$ cat config.mk
export PLATFORM = sky130hd
export DESIGN_NAME = backend_seq_ctrl
export DESIGN_NICKNAME = d
export VERILOG_FILES = /design/src/rtl/backend_seq_ctrl.sv
export SDC_FILE = /design/constraint.sdc
export NUM_CORES = 1
export LEC_CHECK = 0
export BUFFER_PORTS_ARGS = -buffer_cell sky130_fd_sc_hd__buf_4
export CAP_MARGIN = 15
export CELL_PAD_IN_SITES_DETAIL_PLACEMENT = 1
export CELL_PAD_IN_SITES_GLOBAL_PLACEMENT = 2
export CORE_UTILIZATION = 42
export CTS_CLUSTER_SIZE = 8
export DETAILED_ROUTE_END_ITERATION = 12
export GPL_TIMING_DRIVEN = 0
export MAX_ROUTING_LAYER = met4
export PLACE_DENSITY = 0.95
export SYNTH_ARGS = -nofsm -noshare
export SYNTH_HDL_FRONTEND = slang
export SYNTH_SLANG_ARGS = --single-unit
$ cat constraint.sdc
create_clock -name i_clk -period 4 [get_ports i_clk]
set_clock_uncertainty 0.05 [all_clocks]
set_input_delay 0.2 -clock i_clk [delete_from_list [all_inputs] [get_ports i_clk]]
set_output_delay 0.2 -clock i_clk [all_outputs]
set_load 0.01 [all_outputs]
$ cat src/rtl/backend_seq_ctrl.sv
// Power-up sequencer and serial gain-configuration slave for NUM_AMP amplifiers plus a VCO,
// with a windowed VCO edge counter for frequency measurement. Single clock domain (i_clk).
`timescale 1ns/1ps
module backend_seq_ctrl #(
  parameter int NUM_AMP  = 2,
  parameter int GAIN_W   = 3,
  parameter int VCO_DLY  = 2,
  parameter int AMP_DLY  = 10,
  parameter int RDY_DLY  = 10,
  parameter int MEAS_WIN = 20,
  parameter int CNT_W    = 7
) (
  input  logic                        i_clk,
  input  logic                        i_resetbAll,
  input  logic                        i_scsb,
  input  logic                        i_sclk,
  input  logic                        i_sdin,
  input  logic                        i_vco_clk,
  input  logic                        i_remeas,
  output logic                        o_resetbvco,
  output logic [NUM_AMP-1:0]          o_resetb_amp,
  output logic [NUM_AMP*GAIN_W-1:0]   o_gain,
  output logic                        o_ready,
  output logic                        o_frame_err,
  output logic [CNT_W-1:0]            o_freq_cnt,
  output logic                        o_freq_valid,
  output logic [2:0]                  dbg_state
);

  localparam int FRAME_W = NUM_AMP * GAIN_W;
  localparam int BC_W    = $clog2(FRAME_W + 2);
  localparam int DLY_MAX = (VCO_DLY > AMP_DLY) ? ((VCO_DLY > RDY_DLY) ? VCO_DLY : RDY_DLY)
                                               : ((AMP_DLY > RDY_DLY) ? AMP_DLY : RDY_DLY);
  localparam int TMR_W   = $clog2(DLY_MAX + 1);
  localparam int WIN_W   = $clog2(MEAS_WIN + 1);

  typedef enum logic [2:0] {
    IDLE     = 3'd0,
    VCO_WAIT = 3'd1,
    AMP_WAIT = 3'd2,
    RDY_WAIT = 3'd3,
    READY    = 3'd4
  } state_t;

  state_t state, state_n;

  logic [1:0] cs_sync, sclk_sync, sdin_sync, vco_sync;
  logic       cs_q, sclk_q, vco_q;
  logic       cs_s, sclk_s, sdin_s, vco_s;
  logic       cs_rise, cs_fall, sclk_rise, vco_rise;

  logic [FRAME_W-1:0] shift_reg;
  logic [BC_W-1:0]    bit_cnt;
  logic               commit, discard;

  logic [TMR_W-1:0]   tmr;
  logic               win_active, win_start;
  logic [WIN_W-1:0]   win_tmr;
  logic [CNT_W-1:0]   edge_cnt, edge_nxt;

  // Chip select idles high, so its synchroniser resets high to avoid a false frame end.
  always_ff @(posedge i_clk or negedge i_resetbAll) begin
    if (!i_resetbAll) begin
      cs_sync   <= 2'b11;
      cs_q      <= 1'b1;
      sclk_sync <= 2'b00;
      sclk_q    <= 1'b0;
      sdin_sync <= 2'b00;
      vco_sync  <= 2'b00;
      vco_q     <= 1'b0;
    end else begin
      cs_sync   <= {cs_sync[0], i_scsb};
      cs_q      <= cs_sync[1];
      sclk_sync <= {sclk_sync[0], i_sclk};
      sclk_q    <= sclk_sync[1];
      sdin_sync <= {sdin_sync[0], i_sdin};
      vco_sync  <= {vco_sync[0], i_vco_clk};
      vco_q     <= vco_sync[1];
    end
  end

  assign cs_s      = cs_sync[1];
  assign sclk_s    = sclk_sync[1];
  assign sdin_s    = sdin_sync[1];
  assign vco_s     = vco_sync[1];
  assign cs_rise   = cs_s & ~cs_q;
  assign cs_fall   = ~cs_s & cs_q;
  assign sclk_rise = sclk_s & ~sclk_q;
  assign vco_rise  = vco_s & ~vco_q;

  assign commit  = cs_rise && (bit_cnt == BC_W'(FRAME_W));
  assign discard = cs_rise && (bit_cnt != BC_W'(FRAME_W));

  always_ff @(posedge i_clk or negedge i_resetbAll) begin
    if (!i_resetbAll) begin
      shift_reg   <= '0;
      bit_cnt     <= '0;
      o_gain      <= '0;
      o_frame_err <= 1'b0;
    end else begin
      if (cs_rise || cs_fall) begin
        bit_cnt <= '0;
      end else if (sclk_rise && !cs_s) begin
        shift_reg <= FRAME_W'({shift_reg, sdin_s});
        if (bit_cnt != BC_W'(FRAME_W + 1)) bit_cnt <= bit_cnt + 1'b1;
      end
      if (commit) o_gain <= shift_reg;
      o_frame_err <= discard;
    end
  end

  always_ff @(posedge i_clk or negedge i_resetbAll) begin
    if (!i_resetbAll) begin
      state <= IDLE;
      tmr   <= '0;
    end else begin
      state <= state_n;
      if (state_n != state || state == IDLE || state == READY) tmr <= '0;
      else                                                     tmr <= tmr + 1'b1;
    end
  end

  always_comb begin
    state_n      = state;
    o_resetbvco  = 1'b0;
    o_resetb_amp = '0;
    o_ready      = 1'b0;
    case (state)
      IDLE: begin
        if (commit) state_n = VCO_WAIT;
      end
      VCO_WAIT: begin
        if (tmr == TMR_W'(VCO_DLY - 1)) state_n = AMP_WAIT;
      end
      AMP_WAIT: begin
        o_resetbvco = 1'b1;
        if (tmr == TMR_W'(AMP_DLY - 1)) state_n = RDY_WAIT;
      end
      RDY_WAIT: begin
        o_resetbvco  = 1'b1;
        o_resetb_amp = '1;
        if (tmr == TMR_W'(RDY_DLY - 1)) state_n = READY;
      end
      READY: begin
        o_resetbvco  = 1'b1;
        o_resetb_amp = '1;
        o_ready      = 1'b1;
      end
      default: state_n = IDLE;
    endcase
  end

  assign dbg_state = state;

  // The first window opens together with o_ready; later ones on an idle-time re-measure request.
  assign win_start = (state == RDY_WAIT && state_n == READY) ||
                     (state == READY && !win_active && i_remeas);
  assign edge_nxt  = (vco_rise && edge_cnt != {CNT_W{1'b1}}) ? edge_cnt + 1'b1 : edge_cnt;

  always_ff @(posedge i_clk or negedge i_resetbAll) begin
    if (!i_resetbAll) begin
      win_active   <= 1'b0;
      win_tmr      <= '0;
      edge_cnt     <= '0;
      o_freq_cnt   <= '0;
      o_freq_valid <= 1'b0;
    end else if (win_start) begin
      win_active   <= 1'b1;
      win_tmr      <= '0;
      edge_cnt     <= '0;
      o_freq_valid <= 1'b0;
    end else if (win_active) begin
      edge_cnt <= edge_nxt;
      if (win_tmr == WIN_W'(MEAS_WIN - 1)) begin
        win_active   <= 1'b0;
        o_freq_cnt   <= edge_nxt;
        o_freq_valid <= 1'b1;
      end else begin
        win_tmr <= win_tmr + 1'b1;
      end
    end
  end

endmodule

# ---- Word level (Yosys, flattened, before mapping)
# Cells that the tools add are included.
dict set report totals {
  regBits 55
  word_cells 95
  out_inout_bits 22
  inputBits 7
}
dict set report op_classes {
  n_reduce_logical 25
  add_sub_neg 4
  n_eq_ne 14
  n_mux 24
  bitwise 10
}
# operator n
set op_table {}
lappend op_table {{two-way mux 3 bit} 7}
lappend op_table {{two-way mux 7 bit} 3}
lappend op_table {{two-way mux 5 bit} 3}
lappend op_table {{one-hot mux 3 bit (5 select lines)} 1}
lappend op_table {{equality test 3 bit (second input constant)} 3}
lappend op_table {{two-way mux 1 bit} 8}
lappend op_table {{AND reduction 2 bit} 4}
lappend op_table {{nonzero test 2 bit} 4}
lappend op_table {{adder 7 x 1 -> 7 bit (second input constant)} 1}
lappend op_table {{logical AND 1 bit} 7}
lappend op_table {{!= test 7 bit (second input constant)} 1}
lappend op_table {{equality test 3 x 2 -> 1 bit (second input constant)} 2}
lappend op_table {{!= test 3 bit (second input constant)} 2}
lappend op_table {{inverter 1 bit} 6}
lappend op_table {{adder 5 x 1 -> 5 bit (second input constant)} 1}
lappend op_table {{equality test 5 bit (second input constant)} 1}
lappend op_table {{adder 4 x 1 -> 4 bit (second input constant)} 1}
lappend op_table {{bitwise AND 1 bit} 4}
lappend op_table {{equality test 4 x 1 -> 1 bit (second input constant)} 1}
lappend op_table {{equality test 4 bit (second input constant)} 1}
lappend op_table {{logical OR 1 bit} 4}
lappend op_table {{two-way mux 4 bit} 1}
lappend op_table {{adder 3 x 1 -> 3 bit (second input constant)} 1}
lappend op_table {{equality test 3 x 1 -> 1 bit (second input constant)} 1}
lappend op_table {{other kinds (8)} 9}

# ---- Logic depth before layout (Yosys ltp)
# Gate-level depths: netlist of the first run.
dict set report logic_depth {
  word_depth 10
  mapped_depth 7
  depth_no_buf 6
}

# ---- Least setup slack after synthesis of the first run
# No wires, ideal clock.
dict set report synth_path {
  kind {register to register}
  from {register cs_q}
  to {register shift_reg[0]}
  setup_time_ps 125
  required_ps 3825
  n_path_buf 1
  setup_slack_ps 2238
  synth_period_minus_slack_ps 1762
  path_stages_with_launch 6
  arrival_ps 1588
  cell_sequence {dfstp_2 inv_1 ha_1 nor4bb_1 clkbuf_1 mux2_2}
}
dict set report synth_via {
  elab_chain_len 5
  elab_cells_between_ends 6
  classes_between {bitwise: 4; reduce/logical: 2}
}
# element line_no
set synth_rtl {}
lappend synth_rtl {{from (decl)} 48} ;# logic cs_q, sclk_q, vco_q;
lappend synth_rtl {{from (signal assigned)} 73} ;# cs_q <= cs_sync[1];
lappend synth_rtl {{inverter 1 bit} 86} ;# assign cs_rise = cs_s & ~cs_q;
lappend synth_rtl {{bitwise AND 1 bit} 86}
lappend synth_rtl {{logical OR 1 bit (*)} 101} ;# if (cs_rise || cs_fall) begin
lappend synth_rtl {{inverter 1 bit (no line) (*)} -}
lappend synth_rtl {{AND reduction 2 bit (no line) (*)} -}
lappend synth_rtl {{to (signal assigned)} 104} ;# shift_reg <= FRAME_W'({shift_reg, sdin_s});
lappend synth_rtl {{to (decl)} 52} ;# logic [FRAME_W-1:0] shift_reg;
# Every way passes the cells marked *; elsewhere a longest branch is shown, timed or not.
# A chain may end at the register's enable or synchronous reset.

# ---- Worst setup path after layout of the first run
dict set report layout_path {
  from {register cs_q}
  to {register shift_reg[1]}
}
# Same word-level chain as after synthesis.

==> impl_metrics.env, run 1 <==
export IMPL_postCtsSetupBuffers=0
export IMPL_ys_ff_latch=55
export IMPL_finalSetupTns_ns=0
export IMPL_muxShareOfSynthArea_pct=7.02
export IMPL_synth_edf_count=0
export IMPL_synth_top_family_by_area="simple AND/OR/NAND/NOR gates"
export IMPL_ys_flop_type="dfrtp_1"
export IMPL_num_nets_final=260
export IMPL_routedWlPerCell_um=15.4
export IMPL_required_ns=4.16
export IMPL_pre_cts_slack_ns=1.98
export IMPL_gp_congestion=0.722
export IMPL_p_sw_share_pct=28.2
export IMPL_cts_reportedPaths_clkPinSlew_ns=0.10
export IMPL_rsz0062_at_grt="no"
export IMPL_die_w_um=79.1
export IMPL_hold_ws_ns=0.302
export IMPL_netlist_cell_type_count=50
export IMPL_ios=29
export IMPL_yosysMostFrequentCell="dfrtp_1"
export IMPL_tightest_slew_ns=0.691
export IMPL_status="finished, final reports clean"
export IMPL_grt_pass1_wl_um=8420
export IMPL_synth_fp_nets=220
export IMPL_rows=27
export IMPL_postRouteAntennaNets=0
export IMPL_critical_path_max_stage_delay_ns=0.53
export IMPL_pwr_share_clk_pct=27.2
export IMPL_grt_overflow_total=0
export IMPL_post_dp_hpwl_um=3500
export IMPL_core_sq_um=5610
export IMPL_drv_cap=0
export IMPL_yosys_warnings=0
export IMPL_area_delta_synth_final_pct=17.9
export IMPL_clk_path_buf_depth=2
export IMPL_synth_top_area_cell="dfrtp_1"
export IMPL_fin_crit_ns=2.03
export IMPL_internal_power_mw=0.853
export IMPL_insertion_delay_ns=0.32
export IMPL_via_count=1647
export IMPL_avgViaCountPerCell=5.18
export IMPL_grt_antenna_before_repair=0
export IMPL_synth_async_reset_ratio_pct=100
export IMPL_place_inst=305
export IMPL_drc=0
export IMPL_first_global_vias=1722
export IMPL_worst_slack_ns=1.97
export IMPL_end_kind="flop"
export IMPL_syn_avg_cell_area_sq_um=12.2
export IMPL_synthTopCellsByArea="dfrtp_1 (52%), mux2_2 (5.4%), ha_1 (4.0%), dfstp_2 (3.2%), nand2_1 (2.4%)"
export IMPL_cts_buffers=5
export IMPL_grt_use_total_pct=18.2
export IMPL_setup_viol=0
export IMPL_cp_buffers_inverters=2
export IMPL_synth_simple_area_share_pct=16.1
export IMPL_leakagePower_nw=1.40
export IMPL_final_util_pct=52.4
export IMPL_dr_pass1_iters=2
export IMPL_seqPwrFrac_pct=57.3
export IMPL_stdcell_count=318
export IMPL_relSlewSlack_pct=53.9
export IMPL_cp_slowest_cell="dfstp_2"
export IMPL_fillers=616
export IMPL_die_height_um=79.1
export IMPL_reg_largest_list="edge_cnt x7, o_freq_cnt x7"
export IMPL_cts_tree="done"
export IMPL_antenna_cells=0
export IMPL_finalHoldViolations=0
export IMPL_critPathKind="reg2reg"
export IMPL_slew_viol_final=0
export IMPL_die_area_sq_um=6250
export IMPL_wl_um=4890
export IMPL_combPwrFrac_pct=15.5
export IMPL_cellPowerDensity_nw_per_um2=404
export IMPL_initial_utilization_pct=44.5
export IMPL_syn_area_sq_um=2490
export IMPL_finalCritPeriodShare_pct=50.8
export IMPL_synthXorXnorAreaFrac_pct=3.51
export IMPL_yosysTopAreaCellShare_pct=52.2
export IMPL_peakVddDrop_v=0.000182
export IMPL_start_kind="flop"
export IMPL_root_buffer="clkbuf_8"
export IMPL_cts_sinks=55
export IMPL_ys_seq_area_share_pct=55.3
export IMPL_path_cells="inv_1, ha_1, nor4bb_1, clkbuf_1, mux2_2"
export IMPL_worstPathMaxFanout=6
export IMPL_drt_initial_drc_count=59
export IMPL_fmax_mhz=492
export IMPL_hp_class="in2reg"
export IMPL_grt_max_degree=56
export IMPL_htreeDepth=2
export IMPL_port_buffers=28
export IMPL_cpLargestDelayFamily="flip-flops"
export IMPL_power_switching_mw=0.335
export IMPL_syn_inst=205
export IMPL_synthTopCellsByCount="dfrtp_1 (52), nand2_1 (16), nor2_1 (14)"
export IMPL_ctsHoldBuffers=5
export IMPL_synthAdderAreaFrac_pct=4.01
export IMPL_drive_gt1_share_pct=29.7
export IMPL_cts_resized=0
export IMPL_synth_compound_area_share_pct=10.4
export IMPL_arrival_ns=2.19
cells in the final DEF (no fill, tap or decap), types with 2 or more instances in the layout:
cell type	netlist	layout
a311oi_1	3	3
xnor2_1	5	5
nor2b_1	2	2
nand4_1	4	4
a21oi_1	5	5
nand3_1	6	6
buf_6	2	2
dlygate4sd3_1	0	5
nand3b_1	3	3
a31oi_1	3	3
a21boi_0	2	2
a41oi_1	2	2
and4_2	3	3
buf_4	2	30
nor2_1	14	14
dfstp_2	3	3
mux2_2	12	12
and2_1	2	2
mux2i_1	4	4
nand2_1	16	16
buf_2	3	3
clkbuf_8	0	5
inv_1	8	8
o21ai_0	9	9
clkbuf_1	2	2
and3_1	2	2
dfrtp_1	52	52
xor2_1	5	5
ha_1	8	8
cell type report:
| cell class | count | area, sq um | area share (%) |
|---|---|---|---|
| flip-flops and latches | 55 | 1380 | 46.9 |
| multi-input cells | 133 | 1020 | 34.8 |
| repair buffers | 33 | 260 | 8.85 |
| well taps | 72 | 90.1 | 3.06 |
| clock buffers | 5 | 68.8 | 2.34 |
| plain buffers | 9 | 60.1 | 2.04 |
| inverters | 8 | 30.0 | 1.02 |
| clock inverters | 3 | 27.5 | 0.936 |
per-layer routing:
metal	up-vias	part of all wire, %	global-route usage, %
li1	804	-	-
met3	6	2.0	3.79
met2	12	53	30.2
met4	0	1.7	6.55
met5	-	0	-
met1	825	44	21.9
worst paths after layout:
check	from	end	slack, ns	depth (start not counted)
worst max-delay path	cs_q	shift_reg[1]	1.97	5
worst min-delay path	i_remeas	edge_cnt[3]	0.30	4
worst max register to register	cs_q	shift_reg[1]	1.97	5
worst min register to register	sdin_sync[0]	sdin_sync[1]	0.31	0
max in group asynchronous	i_resetbAll	o_gain[3]	3.03	2
min in group asynchronous	i_resetbAll	o_gain[0]	0.42	2
power groups by stage:
stage               clock network (mW)  logic, mW  registers, mW
floorplan                            0     0.0965          0.689
global placement                     0      0.174          0.686
detailed placement                   0      0.182          0.693
CTS                              0.340      0.188          0.682
global route                     0.355      0.204          0.690
finish                           0.324      0.184          0.681
worst reg2reg max path: stages, from the launching register on:
cell      delay, ns
dfstp_2        0.53
inv_1          0.03
ha_1           0.32
nor4bb_1       0.23
clkbuf_1       0.37
mux2_2         0.39
logic make-up (layout without fill, tap and decap cells):
family | count (synthesis) | count (layout)
flops | 55 | 55
simple gates | 64 | 64
mux | 16 | 16
fa+ha+maj | 8 | 8
buf+inv | 17 | 58
compound gates | 35 | 35
xor+xnor | 10 | 10
per-stage QoR:
stage / area (sq um) / power (mW)
2_1_floorplan: 2490 / 0.786
3_3_place_gp: 2790 / 0.860
3_5_place_dp: 2790 / 0.875
4_1_cts: 2940 / 1.21
5_1_grt: 2940 / 1.25
6_report: 2940 / 1.19
(Power assumes the default switching activity.)
==> inputs of run 2 (changes only) <==
Settings changed: CORE_UTILIZATION 42 to 35, PLACE_DENSITY 0.95 to 0.85.
Clock period 4 ns to 1.7 ns, I/O delays scaled along.
==> impl_metrics.env, run 2 (same netlist as run 1, synthesis figures left out) <==
export IMPL_final_util_pct=46.1
export IMPL_cts_buffers=5
export IMPL_worstPathMaxFanout=6
export IMPL_area_delta_synth_final_pct=26.4
export IMPL_die_w_um=86.4
export IMPL_mostFrequentLayoutCell="dfrtp_1"
export IMPL_worst_slack_ns=-0.00940
export IMPL_drive_gt1_share_pct=36.9
export IMPL_arrival_ns=1.86
export IMPL_cp_buffers_inverters=2
export IMPL_cts_tree="done"
export IMPL_die_height_um=86.4
export IMPL_cellPowerDensity_nw_per_um2=952
export IMPL_finalSetupTns_ns=-0.0480
export IMPL_cp_slowest_cell="dfstp_2"
export IMPL_cts_sinks=55
export IMPL_layout_cells_most_common_list="dfrtp_1 (51), buf_4 (35), nand2_1 (14)"
export IMPL_dr_pass1_iters=4
export IMPL_num_nets_final=266
export IMPL_rows=30
export IMPL_via_count=1728
export IMPL_cts_reportedPaths_clkPinSlew_ns=0.11
export IMPL_antenna_cells=0
export IMPL_drc=0
export IMPL_core_sq_um=6830
export IMPL_grt_use_total_pct=15.5
export IMPL_tightest_slew_ns=0.710
export IMPL_fillers=747
export IMPL_setup_viol=6
export IMPL_die_area_sq_um=7470
export IMPL_status="finished, violations left"
export IMPL_first_global_vias=1836
export IMPL_required_ns=1.85
export IMPL_critPathKind="reg2reg"
export IMPL_gp_congestion=0.719
export IMPL_port_buffers=28
export IMPL_hp_class="in2reg"
export IMPL_grt_max_degree=56
export IMPL_fmax_mhz=585
export IMPL_start_kind="flop"
export IMPL_drt_initial_drc_count=52
export IMPL_wl_um=5040
export IMPL_htreeDepth=2
export IMPL_grt_overflow_total=0
export IMPL_relSlewSlack_pct=52.7
export IMPL_placed_cell_area_sq_um=2830
export IMPL_finalCritPeriodShare_pct=101
export IMPL_fin_crit_ns=1.71
export IMPL_reg_largest_list="edge_cnt x7, o_freq_cnt x7"
export IMPL_post_dp_hpwl_um=3400
export IMPL_grt_pass1_wl_um=8850
export IMPL_ios=29
export IMPL_initial_utilization_pct=36.5
export IMPL_critical_path_max_stage_delay_ns=0.54
export IMPL_pre_cts_slack_ns=-0.150
export IMPL_leakagePower_nw=1.47
export IMPL_path_cells="inv_2, ha_4, nor4bb_4, buf_6, mux2_4"
export IMPL_clk_path_buf_depth=2
export IMPL_slew_viol_final=0
export IMPL_routedWlPerCell_um=14.5
export IMPL_postRouteAntennaNets=0
export IMPL_violations="setup timing"
export IMPL_peakVddDrop_v=0.000352
export IMPL_stdcell_area_sq_um=3150
export IMPL_finalHoldViolations=0
export IMPL_hold_ws_ns=0.203
export IMPL_grt_antenna_before_repair=0
export IMPL_insertion_delay_ns=0.31
export IMPL_end_kind="flop"
export IMPL_root_buffer="clkbuf_8"
export IMPL_cpLargestDelayFamily="flip-flops"
export IMPL_avgViaCountPerCell=4.97
export IMPL_rsz0062_at_grt="yes"
export IMPL_drv_cap=0
-- run 2: cell types whose count changed in the layout (fill, tap and decap cells not counted), moves of 3 or more --
| cell | change |
|---|---|
| mux2_2 | -6 |
| mux2_4 | +6 |
| buf_4 | +5 |
| ha_1 | -4 |
| ha_2 | +3 |
-- run 2: metal layers --
metal  global-route usage (%)  share of wire (%)
met2                     25.6                 52
met4                     4.09                1.3
met1                     19.7                 45
met3                     2.86                2.0
met5                        -                  0
-- run 2: timing repair --
item	in CTS	in global routing
pin swaps	3	2
hold buffers	5	0
buffers inserted	6	0
cloned	0	0
endpoints found under the setup margin	24	17
gates resized for setup	13	15
hold endpoints to repair	56	0
-- run 2: layout make-up --
| type | count | area (sq um) | area share (%) |
|---|---|---|---|
| Buffer | 9 | 71.3 | 2.26 |
| Clock buffer | 5 | 68.8 | 2.18 |
| Clock inverter | 3 | 50.0 | 1.59 |
| Inverter | 8 | 30.0 | 0.953 |
| Multi-Input combinational cell | 133 | 1120 | 35.7 |
| Sequential cell | 55 | 1380 | 43.8 |
| Tap cell | 96 | 120 | 3.81 |
| Timing Repair Buffer | 39 | 305 | 9.69 |
-- run 2: where the power goes --
part	internal (mW)	switching, mW
combinational	0.277	0.214
sequential	1.47	0.135
clock	0.455	0.450
total	2.20	0.798
-- run 2: worst reg2reg max path: stages (launching register included) --
cell and delay [ns]:
dfstp_2 0.54, inv_2 0.04, ha_4 0.26, nor4bb_4 0.21, buf_6 0.19, mux2_4 0.31
-- run 2: final timing paths --
kind                               from            end  slack, ns  cells after the start
max                                cs_q   shift_reg[3]     -0.009                      5
max in group asynchronous   i_resetbAll   dbg_state[0]       0.79                      2
max reg2reg                        cs_q   shift_reg[3]     -0.009                      5
min in group asynchronous   i_resetbAll  o_freq_cnt[6]       0.30                      2
min                            i_remeas    edge_cnt[2]       0.20                      4
min reg2reg                sdin_sync[0]   sdin_sync[1]       0.31                      0
-- run 2: through the flow --
stage	power [mW]	cells
after detailed placement	2.06	329
after global routing	3.17	348
after global placement	2.03	329
final	3.00	348
after CTS	3.04	348
after floorplan	1.85	205
